===== config.mk =====
export PLATFORM = sky130hd
export DESIGN_NAME = contribution_scheduler
export DESIGN_NICKNAME = d
export VERILOG_FILES = /design/src/rtl/contribution_scheduler.sv
export SDC_FILE = /design/constraint.sdc
export NUM_CORES = 1
export LEC_CHECK = 0
export ABC_CLOCK_PERIOD_IN_PS = 4300
export CAP_MARGIN = 20
export CORE_MARGIN = 1.5
export CORE_UTILIZATION = 53
export DETAILED_ROUTE_END_ITERATION = 8
export PLACE_DENSITY = 0.95
export SYNTH_ARGS = -nofsm -noshare
export SYNTH_HDL_FRONTEND = slang
export SYNTH_SLANG_ARGS = --single-unit

===== constraint.sdc =====
create_clock -name clk -period 4.3 [get_ports clk]
set_clock_uncertainty 0.15 [all_clocks]
set_input_delay 1.075 -clock clk [delete_from_list [all_inputs] [get_ports clk]]
set_output_delay 1.075 -clock clk [all_outputs]
set_load 0.02 [all_outputs]

===== src/rtl/contribution_scheduler.sv =====
// Column search for OMP: correlates y with each column of a fixed 3x4 matrix A
// over one shared multiplier and adder, reporting the unmasked column of largest magnitude.
module contribution_scheduler #(
  parameter int MUL_LAT = 1,
  parameter int ADD_LAT = 1
) (
  input  logic        clk,
  input  logic        rst,
  input  logic        start,
  output logic        ready,
  input  logic [95:0] buff_y,
  input  logic [3:0]  col_mask,
  output logic [31:0] mul_a,
  output logic [31:0] mul_b,
  input  logic [31:0] mul_p,
  output logic [31:0] add_a,
  output logic [31:0] add_b,
  input  logic [31:0] add_s,
  output logic [1:0]  column_no,
  output logic [31:0] max_val,
  output logic        none_valid,
  output logic        done
);
  localparam logic [2:0] IDLE      = 3'd0;
  localparam logic [2:0] COL_START = 3'd1;
  localparam logic [2:0] MUL_ISSUE = 3'd2;
  localparam logic [2:0] MUL_WAIT  = 3'd3;
  localparam logic [2:0] ADD_ISSUE = 3'd4;
  localparam logic [2:0] ADD_WAIT  = 3'd5;
  localparam logic [2:0] COMPARE   = 3'd6;
  localparam logic [2:0] DONE      = 3'd7;

  logic [2:0]  state;
  logic [95:0] y_q;
  logic [3:0]  msk;
  logic [1:0]  j, r;
  logic [7:0]  wcnt;
  logic [31:0] acc, prod, best;
  logic [1:0]  bidx;
  logic        found;

  function automatic logic [31:0] a_coef(input logic [1:0] rr, input logic [1:0] cc);
    case ({rr, cc})
      4'h0: a_coef = 32'h3f000000;  //  0.5
      4'h1: a_coef = 32'hbfc00000;  // -1.5
      4'h2: a_coef = 32'hbf400000;  // -0.75
      4'h3: a_coef = 32'hbf600000;  // -0.875
      4'h4: a_coef = 32'h3f400000;  //  0.75
      4'h5: a_coef = 32'h3f000000;  //  0.5
      4'h6: a_coef = 32'hbf400000;  // -0.75
      4'h7: a_coef = 32'hbfa00000;  // -1.25
      4'h8: a_coef = 32'h3f400000;  //  0.75
      4'h9: a_coef = 32'hbe000000;  // -0.125
      4'ha: a_coef = 32'h3fb00000;  //  1.375
      4'hb: a_coef = 32'h3e800000;  //  0.25
      default: a_coef = 32'h0;
    endcase
  endfunction

  logic [31:0] y_sel, mag, best_n;
  logic [1:0]  bidx_n;
  logic        upd, found_n, last;
  logic [2:0]  col_next;

  always_comb begin
    case (r)
      2'd0:    y_sel = y_q[95:64];
      2'd1:    y_sel = y_q[63:32];
      default: y_sel = y_q[31:0];
    endcase
    mag     = {1'b0, acc[30:0]};
    upd     = (state == COMPARE) && (!found || (mag > best));
    best_n  = upd ? mag : best;
    bidx_n  = upd ? j : bidx;
    found_n = found | upd;
    last    = (j == 2'd3);
    // Masked columns park one cycle in COL_START; unmasked ones go straight to the first multiply.
    col_next = last ? DONE : (msk[j + 2'd1] ? COL_START : MUL_ISSUE);
  end

  assign ready = (state == IDLE);
  assign done  = (state == DONE);
  assign mul_a = (state == MUL_ISSUE || state == MUL_WAIT) ? a_coef(r, j) : 32'h0;
  assign mul_b = (state == MUL_ISSUE || state == MUL_WAIT) ? y_sel : 32'h0;
  assign add_a = (state == ADD_ISSUE || state == ADD_WAIT) ? acc : 32'h0;
  assign add_b = (state == ADD_ISSUE || state == ADD_WAIT) ? prod : 32'h0;

  always_ff @(posedge clk) begin
    if (rst) begin
      state <= IDLE; y_q <= '0; msk <= '0; j <= '0; r <= '0; wcnt <= '0;
      acc <= '0; prod <= '0; best <= '0; bidx <= '0; found <= 1'b0;
      column_no <= '0; max_val <= '0; none_valid <= 1'b0;
    end else begin
      case (state)
        IDLE: if (start) begin
          y_q <= buff_y; msk <= col_mask; j <= '0; r <= '0;
          found <= 1'b0; best <= '0; bidx <= '0;
          state <= col_mask[0] ? COL_START : MUL_ISSUE;
        end
        MUL_ISSUE: begin wcnt <= 8'd1; state <= MUL_WAIT; end
        MUL_WAIT: if (wcnt == 8'(MUL_LAT)) begin
          if (r == 2'd0) begin
            acc <= mul_p; r <= 2'd1; state <= MUL_ISSUE;
          end else begin
            prod <= mul_p; state <= ADD_ISSUE;
          end
        end else wcnt <= wcnt + 8'd1;
        ADD_ISSUE: begin wcnt <= 8'd1; state <= ADD_WAIT; end
        ADD_WAIT: if (wcnt == 8'(ADD_LAT)) begin
          acc <= add_s;
          if (r == 2'd2) state <= COMPARE;
          else begin r <= r + 2'd1; state <= MUL_ISSUE; end
        end else wcnt <= wcnt + 8'd1;
        COL_START, COMPARE: begin
          best <= best_n; bidx <= bidx_n; found <= found_n;
          state <= col_next;
          if (last) begin
            column_no <= bidx_n; max_val <= best_n; none_valid <= !found_n;
          end else begin
            j <= j + 2'd1; r <= '0;
          end
        end
        default: state <= IDLE;
      endcase
    end
  end
endmodule

==> results of run 1 <==
[Yosys cell counts (2+ instances only)]
cell      instances  area (um2)
ha_1             42         526
o31a_1            2        17.5
dfxtp_1         249        4980
nor2_1           73         274
and3_1            4        25.0
buf_1             7        26.3
o311a_1           2        20.0
buf_6             4        45.0
nor2b_1           5        31.3
a22oi_1          34         255
mux2i_1          64         641
nand3_1          11        55.1
or3_1            35         219
clkinv_1          2        7.51
o21a_1            3        22.5
a311oi_1         11        96.3
o31ai_1           4        30.0
inv_1            40         150
a211oi_1         33         248
o21ai_0          74         370
a21o_1            3        22.5
nand2b_1          3        18.8
o21ai_1           2        10.0
nand4_1           4        25.0
clkbuf_2          3        15.0
nor3_1           12        60.1
buf_4            26         195
a21oi_1         199         996
nand2_1         387        1450
clkbuf_1        108         405
and2_1           65         407
or3b_1            3        26.3
a31oi_1          23         144
[registers in the layout (all words and copies together) (netlist names)]
| name | cells |
|---|---|
| y_q | 96 |
| acc | 32 |
| best | 32 |
| max_val | 32 |
| prod | 32 |
| wcnt | 8 |
| msk | 4 |
| state | 3 |
| bidx | 2 |
| column_no | 2 |
| j | 2 |
| r | 2 |
| found | 1 |
| none_valid | 1 |
[cell usage in the layout, fill, tap and decap left out, types with 2 or more instances in the layout]
| cell type | count |
|---|---|
| mux2i_1 | 64 |
| nand4_1 | 4 |
| clkinv_1 | 2 |
| o311a_1 | 2 |
| a22oi_1 | 34 |
| or3b_1 | 3 |
| ha_1 | 42 |
| bufinv_16 | 3 |
| buf_4 | 19 |
| nor2_1 | 71 |
| nand2b_1 | 2 |
| a21o_1 | 3 |
| conb_1 | 21 |
| o31a_1 | 2 |
| and2_1 | 64 |
| nor3_1 | 11 |
| inv_1 | 40 |
| clkinv_2 | 7 |
| a311oi_1 | 11 |
| dfxtp_1 | 249 |
| and3_1 | 4 |
| o21ai_1 | 2 |
| nor2_2 | 2 |
| clkdlybuf4s50_1 | 309 |
| clkbuf_8 | 8 |
| o21ai_0 | 74 |
| a21oi_1 | 198 |
| or3_1 | 35 |
| o21a_1 | 3 |
| clkbuf_1 | 3 |
| nor2b_1 | 3 |
| o31ai_1 | 4 |
| a211oi_1 | 33 |
| nand3_1 | 10 |
| nor2b_4 | 2 |
| a31oi_1 | 23 |
| nand2_1 | 386 |
| clkbuf_16 | 27 |
[kinds of logic (layout without fill, tap and decap cells)]
group                    Yosys count  in the layout  share of synthesized area, %
adder cells (fa/ha/maj)           43             43                          4.42
flip-flops                       249            249                          41.1
AO/OA/AOI/OAI                    402            402                          19.6
AND/OR/NAND/NOR                  613            613                          22.4
other                              1             21                        0.0309
multiplexers                      65             65                          5.47
buffers and inverters            191            421                          7.01
[final timing paths]
kind | start | to | slack [ns] | cells after the start
worst max register to register | acc[11] | best[11] | 0.98 | 8
worst max-delay path | r[1] | mul_b[28] | 0.18 | 7
worst min register to register | prod[30] | prod[30] | 0.30 | 2
worst min-delay path | prod[30] | prod[30] | 0.30 | 2
[tightest hold or removal path, delay by kind of cell, from the launching register on]
| kind | cells | cell delay, ns |
|---|---|---|
| flops | 1 | 0.30 |
| simple gates | 1 | 0.05 |
| compound gates | 1 | 0.05 |
[layout make-up]
cell class,instances,area share [%]
flip-flops and latches,249,30.9
multi-input cells,1144,39.9
inverters,42,0.978
clock inverters,11,0.830
well taps,285,2.21
clock buffers,38,4.94
repair buffers,330,20.3
[report_power, final]
part	total [W]	switching, W	internal (W)
clock	0.00240	0.000936	0.00147
sequential	0.00275	0.000222	0.00253
combinational	0.00192	0.00122	0.000702
total	0.00708	0.00238	0.00470
[per-stage QoR]
step	cells	setup WS, ns	utilization, %	hold WS [ns]
after floorplan	1584	1.00	-	0.282
after global placement	2050	0.892	67.3	0.288
after detailed placement	2050	0.765	67.3	0.292
after CTS	2099	0.183	71.4	0.300
after global routing	2099	0.0553	71.4	0.324
final	2099	0.182	71.4	0.298
[routing by layer]
layer	share of wire, %	vias to the layer above	global-route usage [%]
li1	-	5743	-
met1	39	5566	35.7
met2	48	657	50.4
met3	10	99	7.12
met4	3.6	0	12.5
met5	0	-	0
==> results by group, run 1 <==
Worst hold path
  – Min-delay worst type: reg2reg

Drt
  – Vias per cell: 5.75
  – Via count: 12,065
  – DRC viols: 0
  – Routed WL: 36.6 mm
  – Drt first-iter violations: 881
  – Antenna Violating Nets Remaining: 0
  – WL/cell: 17.4 um
  – First drt pass iteration count: 8

Synthesis
  – Synth warn: 0
  – Register area share after synthesis: 41.1%
  – Synthesized instance count: 1,564
  – Synth async-reset ratio: 0%
  – Ys flop type: dfxtp_1
  – Post-synth EDFFs: 0
  – Post-Syn Area: 0.0121 mm2
  – Syn avg cell area: 7.75 um2
  – Cell variety after synth: 60
  – Number of synthesized register bits: 249

Placed design
  – Routability cong.: 0.954
  – Input/output buffers: 310
  – DP HPWL: 25.0 mm
  – Area post-placement: 0.0152 mm2

STA
  – Final min period: 4.12 ns
  – Crit share post-route: 95.8%
  – Setup TNS Final: 0 ns
  – Fin. max-slew vios: 0
  – Slew @ Worst Pin: 1.09 ns
  – Rel. slew slack: 27.2%
  – Setup Viol. Count Final: 0
  – RSZ-0062 raised after global routing: no
  – Hold Vio Cnt, Final: 0
  – Maximum clock rate: 243 MHz

GRT
  – Antenna violations before repair: 0
  – Vias in the first global route: 11,560
  – Total GRT Usage: 29.6%
  – Global route overflow: 0
  – First-pass GRT wire length: 57.8 mm
  – Largest net degree at the start of global routing: 168

CTS
  – Post-CTS Resized: 0
  – Longest Clk Path Bufs: 3
  – H-tree levels: 1
  – Clock tree from TritonCTS: yes
  – Worst-path clk slew: 0.06 ns
  – CTS Buf Count: 27
  – Post-CTS Setup Bufs: 0
  – Clock sinks: 249
  – CTS Root Cell: clkbuf_16
  – Post-CTS Hold Fix Bufs: 0
  – Clock Latency Late Sink: 0.53 ns

Finish
  – Synthesis-to-finish area growth: 33.0%
  – Fraction of layout cells with a size suffix above 1: 4.91%
  – # fillers: 1,607
  – Multi-input logic area: 0.00643 mm2
  – Post-route cell area: 0.0161 mm2
  – Fin nets: 2,003
  – Antenna cell count: 0
  – Storage cell area: 0.00498 mm2

Setup path
  – Crit path buf inv count: 3
  – Crit-path slowest cell: clkdlybuf4s50_1
  – Max stage delay on crit path: 0.63 ns
  – Critical path's top delay family: buffers and inverters
  – Setup crit start kind: flip-flop
  – Required @ worst endpoint: 3.07 ns
  – Nature of the critical path endpoint: output pin
  – Worst EP arrival: 2.89 ns
  – Crit Path Category: reg2out
  – Max FO, Critical Path: 32
  – Worst path cell trace: inv_1 > ha_1 > nor2_2 > buf_4 > nand2_1 > a21oi_1 > clkdlybuf4s50_1

Pwr
  – Maximum vdd drop: 442 uV
  – Pleak: 6.04 nW
  – Total power: 0.00708 W
  – Power per cell area: 439 mW/mm2

Floorplan
  – Die H: 154 um
  – Rows: 55
  – Die Span X: 154 um
  – I/O pin cnt: 332
  – Starting Density: 53.7%
  – Die ar.: 0.0238 mm2
  – Core area: 0.0226 mm2

Run
  – Max-cap viol count: 0

Status
  – Status: complete, no violations
Note: power is estimated with default switching activity, not from simulation.
==> run 2, diff against run 1 <==
Settings changed: ABC_CLOCK_PERIOD_IN_PS 4300 to 5000, CTS_CLUSTER_SIZE from default to 20, GPL_ROUTABILITY_DRIVEN from default to 0.
Clock period 4.3 ns to 5 ns, I/O delays scaled along.
==> run 2 against run 1 <==
  * Register-to-register slack gained 0.57 ns
  * Combinational power shrank 13%
  * Die area is the same
  * Cell area is essentially flat
  * Via count grew 0.29%
  * Clock power shrank 12%
  * Core utilization is essentially flat
  * Setup slack gained 0.21 ns
  * Critical path depth grew 1
  * Non-clock buffer count shrank 3
  * Largest power group unchanged
  * Highest routed layer unchanged
==> results by group, run 2 (same netlist as run 1, synthesis figures left out) <==
Run
  – Max-cap viol count: 0

GRT
  – Largest net degree at the start of global routing: 102
  – Total GRT Usage: 29.9%
  – First-pass GRT wire length: 58.1 mm
  – Antenna violations before repair: 0
  – Vias in the first global route: 11,425
  – Global route overflow: 0

Setup path
  – Stages on the worst setup path: 8
  – CP endpoint: mul_b[20]
  – R2r setup slk: 1.55 ns
  – Critical path's top delay family: buffers and inverters
  – Setup crit start kind: flip-flop
  – Max FO, Critical Path: 32
  – RR Startpoint: acc[30]
  – Nature of the critical path endpoint: output pin
  – Worst R2R Path Depth: 8
  – CP startpoint: r[1]
  – Crit path buf inv count: 4
  – Crit-path slowest cell: clkdlybuf4s50_1
  – Reg-to-reg critical path endpoint: best[14]
  – Crit Path Category: reg2out
  – Required @ worst endpoint: 3.60 ns
  – Worst path cell trace: inv_1 > ha_1 > buf_8 > nor2_2 > buf_4 > nand2_1 > a21oi_1 > clkdlybuf4s50_1
  – Worst EP arrival: 3.20 ns
  – Max stage delay on crit path: 0.65 ns

CTS
  – Post-CTS Setup Bufs: 0
  – Worst-path clk slew: 0.06 ns
  – CTS Root Cell: clkbuf_16
  – Clock Latency Late Sink: 0.53 ns
  – CTS Buf Count: 27
  – Post-CTS Hold Fix Bufs: 0
  – Clock tree from TritonCTS: yes
  – Clock sinks: 249
  – Longest Clk Path Bufs: 3
  – Post-CTS Resized: 0
  – H-tree levels: 1

Drt
  – Met2 WL: 17.6 mm
  – Drt first-iter violations: 999
  – Wl on met1: 14.3 mm
  – Via count: 12,100
  – Vias per cell: 5.78
  – DRC viols: 0
  – WL/cell: 17.7 um
  – First drt pass iteration count: 6
  – Routed length on met3: 3.89 mm
  – Antenna Violating Nets Remaining: 0
  – Top Metal Used: met4
  – Routed WL: 37.1 mm

STA
  – Crit share post-route: 92.1%
  – Final min period: 4.60 ns
  – RSZ-0062 raised after global routing: no
  – Hold Vio Cnt, Final: 0
  – Rel. slew slack: 26.8%
  – Setup Viol. Count Final: 0
  – Slew @ Worst Pin: 1.10 ns
  – Setup TNS Final: 0 ns
  – Fin. max-slew vios: 0
  – Maximum clock rate: 217 MHz

Pwr
  – Maximum vdd drop: 311 uV
  – Total power: 0.00615 W
  – Power per cell area: 382 mW/mm2
  – Pleak: 6.02 nW

Finish
  – Most common cell after layout, fill and taps aside: nand2_1
  – Largest register FFs: 96
  – Synthesis-to-finish area growth: 32.9%
  – Fin nets: 2,000
  – Most frequent cells in the layout: nand2_1, clkdlybuf4s50_1, dfxtp_1
  – Post-route insts no fill: 2,094
  – Top reg by flops: y_q
  – Final core utilization: 71.4%
  – Fraction of layout cells with a size suffix above 1: 4.53%
  – Antenna cell count: 0

Worst hold path
  – Hold Crit Start: prod[24]
  – Min-delay worst type: reg2reg

Floorplan
  – I/O pin cnt: 332
  – Die H: 154 um
  – Core area: 0.0226 mm2
  – Die Span X: 154 um
  – Die ar.: 0.0238 mm2
  – Starting Density: 53.7%
  – Rows: 55

Placed design
  – Input/output buffers: 310
  – Number of placed instances, taps included: 2,046
  – DP HPWL: 25.0 mm

Status
  – Status: complete, no violations
[run 2: how the worst min path moves through the flow]
stage	end	slack, ns	depth (start not counted)
2_1_floorplan	prod[0]	0.28	2
3_3_place_gp	prod[21]	0.29	2
3_5_place_dp	prod[1]	0.29	2
4_1_cts	prod[1]	0.30	2
5_1_grt	prod[1]	0.32	2
6_report	prod[24]	0.30	2
[run 2: metal layers]
| layer | vias up | track usage, % |
|---|---|---|
| met2 | 626 | 51.5 |
| met3 | 101 | 7.06 |
| li1 | 5723 | - |
| met4 | 0 | 12.2 |
| met5 | - | 0 |
| met1 | 5650 | 36.0 |
[run 2: stage by stage]
| stage | cell area, um2 | hold WS [ns] | worst slack (ns) |
|---|---|---|---|
| 2_1_floorplan | 12200 | 0.282 | 1.53 |
| 3_3_place_gp | 15200 | 0.288 | 0.908 |
| 3_5_place_dp | 15200 | 0.292 | 0.816 |
| 4_1_cts | 16100 | 0.300 | 0.228 |
| 5_1_grt | 16100 | 0.320 | 0.184 |
| 6_report | 16100 | 0.301 | 0.397 |
[run 2: area by class of cell]
class                           instances  area [um2]
Fill cell                            1594        6460
Multi-Input combinational cell       1144        6430
Sequential cell                       249        4980
Timing Repair Buffer                  327        3250
Clock buffer                           36         749
Tap cell                              285         357
Clock inverter                         11         186
Inverter                               42         158
[run 2: tightest hold or removal path, stage by stage, from the launching register on]
cell,delay (ns)
dfxtp_1,0.30
nand2_1,0.05
a21oi_1,0.05
[run 2: where the power goes]
group	total (W)	switching, W	internal [W]	leakage (nW)
registers	0.00237	0.000193	0.00218	2.02
logic	0.00167	0.00106	0.000607	3.54
clock network	0.00212	0.000812	0.00130	0.458
